[src/rtl/cnt_pkg.sv]
// cnt_pkg: mode and direction encodings shared by the up/down counter
// Contents: cnt_mode_e (CNT_ALL, CNT_ODD, CNT_EVEN, CNT_HOLD), CNT_UP, CNT_DN
package cnt_pkg;
  typedef enum logic [1:0] {
    CNT_ALL  = 2'b00,
    CNT_ODD  = 2'b01,
    CNT_EVEN = 2'b10,
    CNT_HOLD = 2'b11
  } cnt_mode_e;
  localparam logic CNT_UP = 1'b0;
  localparam logic CNT_DN = 1'b1;
endpackage

[src/rtl/tff_cell.sv]
// tff_cell: single T flip-flop with asynchronous active-high reset to 0
// Ports: clk clock, rst async reset, T toggle enable, Q state
module tff_cell (
  input  logic clk,
  input  logic rst,
  input  logic T,
  output logic Q
);
  always_ff @(posedge clk or posedge rst)
    if (rst) Q <= 1'b0;
    else Q <= Q ^ T;
endmodule

[src/rtl/tff_updown_counter.sv]
// tff_updown_counter: T-flip-flop up/down counter with all/odd/even/hold sequences
// Ports: clk, rst (async high), en, Y (0 up/1 down), mode, load, load_val -> Q, tc (comb), wrapped (registered pulse)
// Build option: define CNT_SATURATE_EN to hold at the terminal value instead of wrapping
module tff_updown_counter
  import cnt_pkg::*;
#(
  parameter int WIDTH = 4
) (
  input  logic             clk,
  input  logic             rst,
  input  logic             en,
  input  logic             Y,
  input  logic [1:0]       mode,
  input  logic             load,
  input  logic [WIDTH-1:0] load_val,
  output logic [WIDTH-1:0] Q,
  output logic             tc,
  output logic             wrapped
);
  logic [WIDTH-1:0] next_q, term, delta, stepped, ld_q;
  logic aligned, at_term, adv, wrap_d;
  assign aligned = mode == CNT_ALL || mode == CNT_HOLD || Q[0] == (mode == CNT_ODD);
  // up: sequence max (even mode excludes all-ones); down: sequence min (odd mode starts at 1)
  assign term = Y == CNT_DN ? {{(WIDTH-1){1'b0}}, mode == CNT_ODD}
                            : {{(WIDTH-1){1'b1}}, mode != CNT_EVEN};
  assign at_term = aligned && Q == term;
  assign tc = mode != CNT_HOLD && at_term;
  assign adv = en && mode != CNT_HOLD;
  // misaligned parity moves by one to realign; modular step lands on the sequence start at terminal
  assign delta = !aligned ? WIDTH'(1) : mode == CNT_ALL ? WIDTH'(1) : WIDTH'(2);
  assign stepped = Y == CNT_DN ? Q - delta : Q + delta;
  assign ld_q = {load_val[WIDTH-1:1],
                 mode == CNT_ODD ? 1'b1 : mode == CNT_EVEN ? 1'b0 : load_val[0]};
`ifdef CNT_SATURATE_EN
  assign next_q = load ? ld_q : (adv && !at_term) ? stepped : Q;
  assign wrap_d = 1'b0;
`else
  assign next_q = load ? ld_q : adv ? stepped : Q;
  assign wrap_d = !load && adv && at_term;
`endif
  for (genvar i = 0; i < WIDTH; i++) begin : g_bit
    tff_cell u_cell (
      .clk(clk),
      .rst(rst),
      .T  (Q[i] ^ next_q[i]),
      .Q  (Q[i])
    );
  end
  always_ff @(posedge clk or posedge rst)
    if (rst) wrapped <= 1'b0;
    else wrapped <= wrap_d;
endmodule

[config.mk]
export PLATFORM = sky130hd
export DESIGN_NAME = tff_updown_counter
export DESIGN_NICKNAME = d
export VERILOG_FILES = /design/src/rtl/cnt_pkg.sv /design/src/rtl/tff_cell.sv /design/src/rtl/tff_updown_counter.sv
export SDC_FILE = /design/constraint.sdc
export NUM_CORES = 1
export LEC_CHECK = 0
export ABC_AREA = 1
export CAP_MARGIN = 25
export CORE_AREA = 2 2 39 41
export DETAILED_ROUTE_END_ITERATION = 16
export DIE_AREA = 0 0 41 43
export HOLD_SLACK_MARGIN = 0.02
export PLACE_DENSITY = 0.74
export SYNTH_ARGS = -nofsm -noshare
export SYNTH_HDL_FRONTEND = slang
export SYNTH_SLANG_ARGS = --single-unit
[constraint.sdc]
create_clock -name clk -period 2.7 [get_ports clk]
set_input_delay 0.54 -clock clk [delete_from_list [all_inputs] [get_ports clk]]
set_output_delay 0.54 -clock clk [all_outputs]
set_load 0.02 [all_outputs]
==> run_results.csv <==
group,metric,value,unit
clocking,clockBufferDepth,2,
cells_and_area,areaGrowthSynthToFinish,42.9,%
critical_path,cp.arrival,1.92,ns
detailed_routing,vias_per_cell,4.62,
critical_path,crit_required,2.16,ns
pwr,ir_drop,363,uV
floorplanning,boundaryPins,17,
floorplanning,dieWidth,41,um
global_route,grt.total_usage,17.3,%
clocking,ctsRootBufferMaster,"clkbuf_4",
global_route,antenna_found_initial,0,
place,place_congestion,0.811,
cells_and_area,drive_gt1_share,17.2,%
clocking,path_clk_slew,0.04,ns
clocking,cts_tree,"yes",
timing,finalHoldViolCount,0,
detailed_routing,finalWirelength,1.13,mm
detailed_routing,antenna_left,0,
logic_synthesis,yosys_register_bits,5,
floorplanning,start_util,38.3,%
detailed_routing,drc,0,
run_status,outcome,"complete, no violations",
timing,post-route-period-util,91.2,%
critical_path,worst-setup-path-type,"input port to output pin",
detailed_routing,wl_per_cell,9.85,um
clocking,postCtsSetupBuffers,0,
logic_synthesis,synth-seq-area-share,23.6,%
logic_synthesis,synth_cell_types,18,
global_route,grt_max_degree,9,
global_route,grt_overflow,0,
clocking,cts_made_buffers,3,
timing,skew,0.00203,ns
timing,slew_viol_final,0,
place,port_buffers,16,
pwr,pwr_density_cell,436,nW/um^2
global_route,grt_pass1_wl,2.04,mm
floorplanning,num_rows,14,
clocking,cts_max_level,1,
cells_and_area,seqCellArea,125,um^2
logic_synthesis,synth_nets,94,
timing,slew_headroom,79.7,%
cells_and_area,fillers,139,
clocking,insertion_delay,0.24,ns
logic_synthesis,yosys_warnings,0,
floorplanning,die_h,43,um
cells_and_area,antenna_cells,0,
timing,worst_slew_pin_slew,0.304,ns
detailed_routing,via_count,531,
logic_synthesis,syn_area,531,um^2
critical_path,cp-start-kind,"input port",
clocking,cts_hold_buf,0,
pwr,total_power,331,uW
timing,fmax,0.406,GHz
cells_and_area,final_cell_mix,"nand2_1 (16), clkdlybuf4s50_1 (15), inv_1 (12)",
run,cap_violations,0,
timing,period_needed,2.46,ns
critical_path,critPathMaxFanout,3,
logic_synthesis,syn_area_per_cell,6.98,um^2
hold_path,min_path_type,"input port to asynchronous set/reset pin",
detailed_routing,drtPass1Iterations,4,
cells_and_area,layout_commonest_cell,"nand2_1",
timing,tns,0,ns
timing,setup_viol,0,
pwr,leakage,0.000389,uW
floorplanning,dieArea,1760,um^2
timing,rsz0062_at_grt,"no",
floorplanning,core_area,1380,um^2
cells_and_area,fin_nets,118,
detailed_routing,first_iter_violations,8,
logic_synthesis,syn_inst,76,
global_route,grt_pass1_vias,497,
cells_and_area,multi_input_area,319,um^2
place,hpwl,975,um
clocking,cts_sinks,5,
critical_path,end_kind,"output pin",
[cell type report]
class	count	area share [%]
Tap cell	16	2.64
Sequential cell	5	16.5
Timing Repair Buffer	24	28.4
Multi-Input combinational cell	52	42.1
Inverter	14	6.93
Clock buffer	4	3.47
[state kept, by name (all words and copies together), names as in the netlist]
name	count
g_bit.u_cell.Q	4
wrapped	1
[cell families (layout without fill, tap and decap cells)]
family / after synthesis / in the layout / synth area share, %
flops: 5 / 5 / 23.6
fa+ha+maj: 7 / 7 / 17.9
compound gates: 12 / 12 / 14.6
buf+inv: 19 / 42 / 16.3
simple gates: 32 / 32 / 25.9
xor+xnor: 1 / 1 / 1.65
[path summary, 6_finish.rpt]
kind	from	to	slack [ns]	cells past startpoint
worst max-delay path	mode[1]	tc	0.24	8
worst min-delay path	rst	g_bit[1].u_cell.Q	0.50	2
worst max register to register	g_bit[0].u_cell.Q	g_bit[2].u_cell.Q	0.83	7
worst min register to register	g_bit[3].u_cell.Q	g_bit[3].u_cell.Q	0.67	2
max in group asynchronous	rst	g_bit[2].u_cell.Q	2.03	2
min in group clk	g_bit[3].u_cell.Q	g_bit[3].u_cell.Q	0.67	2
[cells in the mapped netlist, drive strengths merged]
cell	count	share of area, %
nand2	16	11
nor2	9	6.8
o211ai	1	1.4
xor2	1	1.7
o22ai	1	3.8
a21oi	6	5.7
dfrtp	5	24
nand3	6	6.6
fa	1	3.8
inv	14	9.9
o21ai	4	3.8
or2	1	1.2
clkbuf	1	0.71
ha	6	14
buf	4	5.7
[worst max-delay path, cell delays in order]
cell and delay (ns):
clkdlybuf4s50_1 0.50, inv_1 0.06, ha_1 0.19, or2_1 0.21, nand3_1 0.08, nand3_2 0.08, nor2_1 0.09, clkbuf_2 0.17
[power by group]
part,internal (uW),total (uW),switching [uW]
registers,83.9,96.1,12.2
clock network,55.7,84.3,28.6
logic,72.9,150,77.5
[layer usage]
| metal | up-vias | GRT usage [%] | routed length, um |
|---|---|---|---|
| met1 | 235 | 20.8 | 457 |
| li1 | 282 | - | - |
| met5 | - | 0 | 0 |
| met4 | 0 | 8.00 | 17 |
| met3 | 2 | 3.14 | 35 |
| met2 | 12 | 28.1 | 623 |
[metrics by stage]
step	cell area [um^2]	hold slack [ns]	utilization, %	cells	setup slack [ns]
3_5_place_dp	737	0.667	53.3	111	-0.199
4_1_cts	762	0.495	55.1	115	0.0761
6_report	758	0.496	54.8	115	0.238
5_1_grt	758	0.521	54.8	115	0.108
2_1_floorplan	531	0.319	-	76	0.772
3_3_place_gp	737	0.675	53.3	111	-0.163
[repair_timing]
item                                   CTS  global route
setup endpoints to repair                1             1
endpoints found under the hold margin    0             0
gates resized for setup                  1             2
Note: power is estimated with default switching activity, not from simulation.
